`config.mk`:
```
export PLATFORM = sky130hd
export DESIGN_NAME = rsa_xcel_mont_mont_mul_rem
export DESIGN_NICKNAME = d
export VERILOG_FILES = /design/src/rtl/rsa_xcel_mont_pkg.sv /design/src/rtl/rsa_xcel_mont_mont_mul_rem_dpath.sv /design/src/rtl/rsa_xcel_mont_mont_mul_rem.sv
export SDC_FILE = /design/constraint.sdc
export NUM_CORES = 1
export LEC_CHECK = 0
export ABC_CLOCK_PERIOD_IN_PS = 16149
export BUFFER_PORTS_ARGS = -buffer_cell sky130_fd_sc_hd__buf_2
export CELL_PAD_IN_SITES_DETAIL_PLACEMENT = 1
export CELL_PAD_IN_SITES_GLOBAL_PLACEMENT = 2
export CORE_MARGIN = 1.5
export CORE_UTILIZATION = 38
export DETAILED_ROUTE_END_ITERATION = 8
export HOLD_SLACK_MARGIN = 0.12
export PLACE_DENSITY = 0.87
export SLEW_MARGIN = 40
export SYNTH_ARGS = -nofsm -noshare
export SYNTH_HDL_FRONTEND = slang
export SYNTH_SLANG_ARGS = --single-unit
```
`constraint.sdc`:
```
create_clock -name clk -period 16.15 [get_ports clk]
set_clock_uncertainty 0.1 [all_clocks]
set_input_delay 0 -clock clk [delete_from_list [all_inputs] [get_ports clk]]
set_output_delay 0 -clock clk [all_outputs]
set_load 0.005 [all_outputs]
```
`src/rtl/rsa_xcel_mont_pkg.sv`:
```
// Shared definitions for the Montgomery multiplier slice: default operand
// width and the multiplier FSM state encoding.
package rsa_xcel_mont_pkg;

  // Default operand / modulus width; R = 2^MONT_NBITS.
  localparam int MONT_NBITS = 32;

  // Multiplier control states.
  typedef enum logic [1:0] {
    ST_IDLE = 2'd0,
    ST_CALC = 2'd1,
    ST_FIX  = 2'd2,
    ST_DONE = 2'd3
  } mont_state_e;

endpackage

```
`src/rtl/rsa_xcel_mont_mont_mul_rem_dpath.sv`:
```
// Datapath of the radix-2 Montgomery multiplier: operand registers, the
// accumulator S, the bit counter, the add/shift step and the final subtract.
// S carries two extra bits: with S < 2^(p_nbits+1) on entry, S + b + n always
// fits in p_nbits+2 bits, so no step can overflow even for out-of-range operands.
module rsa_xcel_mont_mont_mul_rem_dpath
  import rsa_xcel_mont_pkg::*;
#(
  parameter int p_nbits = MONT_NBITS
) (
  input  logic               clk,
  input  logic               reset,
  input  logic               load,
  input  logic               step,
  input  logic               fix,
  input  logic [p_nbits-1:0] in_a,
  input  logic [p_nbits-1:0] in_b,
  input  logic [p_nbits-1:0] in_n,
  output logic               last_step,
  output logic [p_nbits-1:0] result
);

  localparam int CW = (p_nbits > 1) ? $clog2(p_nbits) : 1;
  localparam int SW = p_nbits + 2;

  logic [p_nbits-1:0] a_q;
  logic [p_nbits-1:0] b_q;
  logic [p_nbits-1:0] n_q;
  logic [SW-1:0]      s_q;
  logic [CW-1:0]      i_q;

  logic [SW-1:0] s_add;
  logic [SW-1:0] s_odd;
  logic [SW-1:0] s_step;
  logic [SW-1:0] s_fix;
  logic [SW-1:0] n_ext;

  // One Montgomery step and the final conditional subtract, both combinational.
  always_comb begin
    n_ext  = {2'b00, n_q};
    s_add  = s_q + ({SW{a_q[i_q]}} & {2'b00, b_q});
    s_odd  = s_add + (s_add[0] ? n_ext : '0);
    s_step = {1'b0, s_odd[SW-1:1]};
    s_fix  = (s_q >= n_ext) ? (s_q - n_ext) : s_q;
  end

  // Operand capture, accumulator and bit-counter updates.
  always_ff @(posedge clk or negedge reset) begin
    if (!reset) begin
      a_q <= '0;
      b_q <= '0;
      n_q <= '0;
      s_q <= '0;
      i_q <= '0;
    end else if (load) begin
      a_q <= in_a;
      b_q <= in_b;
      n_q <= in_n;
      s_q <= '0;
      i_q <= '0;
    end else if (step) begin
      s_q <= s_step;
      i_q <= i_q + CW'(1);
    end else if (fix) begin
      s_q <= s_fix;
    end
  end

  assign last_step = (i_q == CW'(p_nbits - 1));
  assign result    = s_q[p_nbits-1:0];

endmodule

```
`src/rtl/rsa_xcel_mont_mont_mul_rem.sv`:
```
// Radix-2 Montgomery multiplier: result = a*b*R^-1 mod n, R = 2^p_nbits.
// Handshakes: a transfer happens on a rising clk edge where val and rdy are
// both 1; rdy/val outputs are pure functions of the state register, and a
// producer may hold val high across cycles without side effects.
// Fixed latency: accept in cycle T, result valid from cycle T+p_nbits+2.
module rsa_xcel_mont_mont_mul_rem
  import rsa_xcel_mont_pkg::*;
#(
  parameter int p_nbits = MONT_NBITS
) (
  input  logic               clk,
  input  logic               reset,
  input  logic               istream_val,
  output logic               istream_rdy,
  input  logic [p_nbits-1:0] istream_a,
  input  logic [p_nbits-1:0] istream_b,
  input  logic [p_nbits-1:0] istream_n,
  output logic               ostream_val,
  input  logic               ostream_rdy,
  output logic [p_nbits-1:0] ostream_msg,
  output logic [1:0]         dbg_state
);

  mont_state_e state_q;
  mont_state_e state_d;
  logic        load;
  logic        step;
  logic        fix;
  logic        last_step;

  // State register.
  always_ff @(posedge clk or negedge reset) begin
    if (!reset) state_q <= ST_IDLE;
    else        state_q <= state_d;
  end

  // Next-state logic: CALC runs until the counter's last bit, FIX is one cycle.
  always_comb begin
    state_d = state_q;
    case (state_q)
      ST_IDLE: if (istream_val) state_d = ST_CALC;
      ST_CALC: if (last_step)   state_d = ST_FIX;
      ST_FIX:                   state_d = ST_DONE;
      ST_DONE: if (ostream_rdy) state_d = ST_IDLE;
      default:                  state_d = ST_IDLE;
    endcase
  end

  // Outputs and datapath controls decoded from the current state.
  always_comb begin
    istream_rdy = (state_q == ST_IDLE);
    ostream_val = (state_q == ST_DONE);
    load        = (state_q == ST_IDLE) && istream_val;
    step        = (state_q == ST_CALC);
    fix         = (state_q == ST_FIX);
  end

  assign dbg_state = state_q;

  rsa_xcel_mont_mont_mul_rem_dpath #(.p_nbits(p_nbits)) u_dpath (
    .clk       (clk),
    .reset     (reset),
    .load      (load),
    .step      (step),
    .fix       (fix),
    .in_a      (istream_a),
    .in_b      (istream_b),
    .in_n      (istream_n),
    .last_step (last_step),
    .result    (ostream_msg)
  );

endmodule

```
==> flow_metrics.py <==
metrics = {
    "place": {
        "dp_hpwl_mm": 30.3,
        "numPortBuffers": 135,
        "placedCellCount": 1941,
        "place_congestion": 0.886,
    },
    "logic_synthesis": {
        "syn_area_per_cell_um2": 7.87,
        "synth.top_cell.area_share": 0.290,
        "yosysWarningCount": 0,
        "synthArstFlopShare": 1.00,
        "synth_area_leader_cell": "dfrtp_1",
        "ys_types": 71,
        "postSynthCellCount": 1502,
        "syn_nets": 1706,
        "synth-edff-count": 0,
        "synth_area_leaders": "dfrtp_1 (29%), ha_1 (11%), nand2_1 (9.7%), a21oi_1 (4.0%), o21ai_0 (4.0%)",
        "ys_seq_area_frac": 0.290,
        "syn_area_um2": 11800,
        "synthFlopType": "dfrtp_1",
        "ys_ff_latch": 137,
    },
    "die": {
        "boundaryPins": 136,
        "core_area_um2": 30600,
        "initial_utilization": 0.386,
        "die_h_um": 179,
        "die_w_um": 179,
        "rows": 64,
        "dieArea_um2": 32200,
    },
    "clock_network": {
        "cts.sinks": 137,
        "numCtsBuffers": 17,
        "cts_hold_buf": 101,
        "cts.reportedPaths.clkPinSlew_ns": 0.07,
        "clk_path_buf_depth": 2,
        "clk_latency_ns": 0.44,
        "ctsResizeCount": 0,
        "cts-root-buf": "clkbuf_16",
        "htreeDepth": 4,
        "postCtsSetupBuffers": 0,
        "cts_tree": "done",
    },
    "routing": {
        "ant_nets": 0,
        "dr.pass1.iters": 5,
        "drt-total-wl_mm": 41.0,
        "first_iter_violations": 687,
        "dr_total_vias": 11400,
        "viasPerCell": 5.51,
        "wire_per_inst_um": 19.8,
        "drc": 0,
    },
    "sta": {
        "slew_headroom": 0.451,
        "maxSlewViolCount": 0,
        "hold_violations": 0,
        "setup-tns-final_ns": 0,
        "finalCritPeriodShare": 0.443,
        "rsz0062_at_grt": "no",
        "fmax_mhz": 140,
        "period_needed_ns": 7.15,
        "setup_viol": 0,
        "worst_pin_slew_ns": 0.824,
        "worst_hold_slack_ns": 0.185,
    },
    "final_layout": {
        "num-fill-cells": 3730,
        "final_cells": 2075,
        "syn_to_final_growth_pct": 20.1,
        "final_nets": 1870,
        "drive_above_1_share": 0.124,
        "diodes": 0,
    },
    "outcome": {
        "status": "finished clean",
    },
    "worst_hold_path": {
        "hold_path.class": "in -> reg",
    },
    "grt": {
        "busiest_layer": "met2",
        "met1_usage": 0.373,
        "antenna_found_initial": 0,
        "grt_pass1_vias": 11800,
        "grt_start_max_net_pins": 80,
        "grt.total_usage": 0.262,
        "use_met2": 0.415,
        "grt.overflow.total": 0,
        "grt_pass1_wl_mm": 64.8,
        "met3_usage": 0.0384,
    },
    "flow_run": {
        "drv_cap": 0,
    },
    "worst_setup_path": {
        "cp-start-kind": "flip-flop",
        "worstPathRequired_ns": 16.41,
        "cp-end-kind": "flip-flop",
        "worstPathArrival_ns": 7.41,
        "path_max_fanout": 15,
        "crit_type": "reg -> reg",
    },
}
## cell usage after synthesis, types with 5 or more instances
library cell / n
o22ai_1: 8
ha_1: 101
and2_1: 42
nor2b_1: 37
nor4_1: 7
o21ai_0: 94
buf_4: 32
and3_1: 21
inv_1: 69
o31ai_1: 11
xor2_1: 37
buf_2: 13
xnor2_1: 46
nand4_1: 17
nand2_1: 307
dfrtp_1: 137
a21oi_1: 94
o221ai_1: 7
a31oi_1: 9
nand2b_1: 9
nor2_1: 80
nor3_1: 20
o211ai_1: 12
or2_2: 5
clkbuf_1: 54
a21o_1: 51
mux2i_1: 14
o21a_1: 9
nand3_1: 26
a211oi_1: 45
o21bai_1: 13
## final cells by class
| type | count | area, um^2 | share of cell area |
|---|---|---|---|
| multi-input combinational | 1194 | 7640 | 0.538 |
| inverter | 69 | 259 | 0.0182 |
| sequential | 137 | 3430 | 0.241 |
| tap | 396 | 495 | 0.0349 |
| timing repair buffer | 247 | 1830 | 0.129 |
| clock buffer | 19 | 443 | 0.0312 |
| clock inverter | 13 | 108 | 0.00758 |
## per-stage QoR
| step | setup slack, ns | utilization | cell area (um^2) |
|---|---|---|---|
| 3_5_place_dp | 9.06 | 0.412 | 12600 |
| 2_1_floorplan | 9.86 | - | 11800 |
| 3_3_place_gp | 8.90 | 0.411 | 12600 |
| 6_report | 9.00 | 0.464 | 14200 |
| 5_1_grt | 8.51 | 0.464 | 14200 |
| 4_1_cts | 9.01 | 0.464 | 14200 |
## flip-flops by register name (all words and copies together) (netlist names)
register	flops
dbg_state	2
u_dpath.n_q	32
u_dpath.i_q	5
u_dpath.b_q	32
u_dpath.s_q	34
u_dpath.a_q	32
## routing by layer
layer / part of all wire / up-vias / routed length [um]
li1: - / 5570 / -
met1: 0.49 / 5572 / 20000
met2: 0.45 / 257 / 18600
met3: 0.043 / 37 / 1740
met4: 0.015 / 0 / 622
met5: 0 / - / 0
## worst max-delay path, cell delays in order, from the launching register on
cell       delay (ns)
dfrtp_1          0.85
mux4_2           0.61
o22ai_1          0.18
a21oi_1          0.09
a21oi_4          0.35
buf_8            0.20
buf_8            0.16
nor2b_1          0.08
ha_1             0.29
a211oi_1         0.25
o21ai_0          0.27
o31a_1           0.32
o21ai_0          0.17
nand2b_1         0.11
a31o_2           0.29
a21o_1           0.18
a21oi_1          0.17
xnor2_1          0.09
ha_1             0.37
nand2_1          0.08
a21oi_1          0.18
inv_1            0.10
a2111oi_2        0.47
o2111ai_1        0.24
a21o_1           0.23
a311o_1          0.33
xor2_1           0.16
a21oi_1          0.15
## cells in the final DEF, fill, tap and decap left out, drive strengths merged, types with 9 or more instances in the layout
cell,netlist,layout
nor2,80,80
a21oi,95,95
ha,101,101
o211ai,12,12
and2,42,42
a21o,51,51
o21a,9,9
xnor2,46,46
nand2b,9,9
nand2,307,307
o31ai,12,12
dfrtp,137,137
inv,69,76
o21ai,97,97
o21bai,13,13
and3,21,21
nor3,20,20
mux2i,14,14
nand3,26,26
clkbuf,55,19
dlygate4sd3,0,100
a211oi,46,46
a31oi,9,9
nor2b,37,37
buf,47,147
nand4,17,17
xor2,37,37
## cell families (layout without fill, tap and decap cells)
kind of cell / count (synthesis) / count (layout) / synth area share
xor+xnor: 83 / 83 / 0.0615
buf+inv: 171 / 348 / 0.0666
simple gates: 587 / 587 / 0.226
compound gates: 400 / 400 / 0.222
flops: 137 / 137 / 0.290
mux: 20 / 20 / 0.0217
fa+ha+maj: 104 / 104 / 0.112
## final timing paths
path | start | to | slack, ns | cells after the start
worst max-delay path | u_dpath.i_q[0]$_DFFE_PN0P_ | u_dpath.s_q[32]$_DFFE_PN0P_ | 9.00 | 27
worst min-delay path | istream_b[3] | u_dpath.b_q[3]$_DFFE_PN0P_ | 0.19 | 4
worst max register to register | u_dpath.i_q[0]$_DFFE_PN0P_ | u_dpath.s_q[32]$_DFFE_PN0P_ | 9.00 | 27
worst min register to register | u_dpath.a_q[16]$_DFFE_PN0P_ | u_dpath.a_q[16]$_DFFE_PN0P_ | 0.38 | 2
max in group asynchronous | reset | u_dpath.s_q[29]$_DFFE_PN0P_ | 14.73 | 4
min in group asynchronous | reset | u_dpath.b_q[4]$_DFFE_PN0P_ | 0.50 | 4
Power is left out: the tool's default activity adds up to more than one toggle a clock period on the data nets, which glitch-free logic cannot reach.
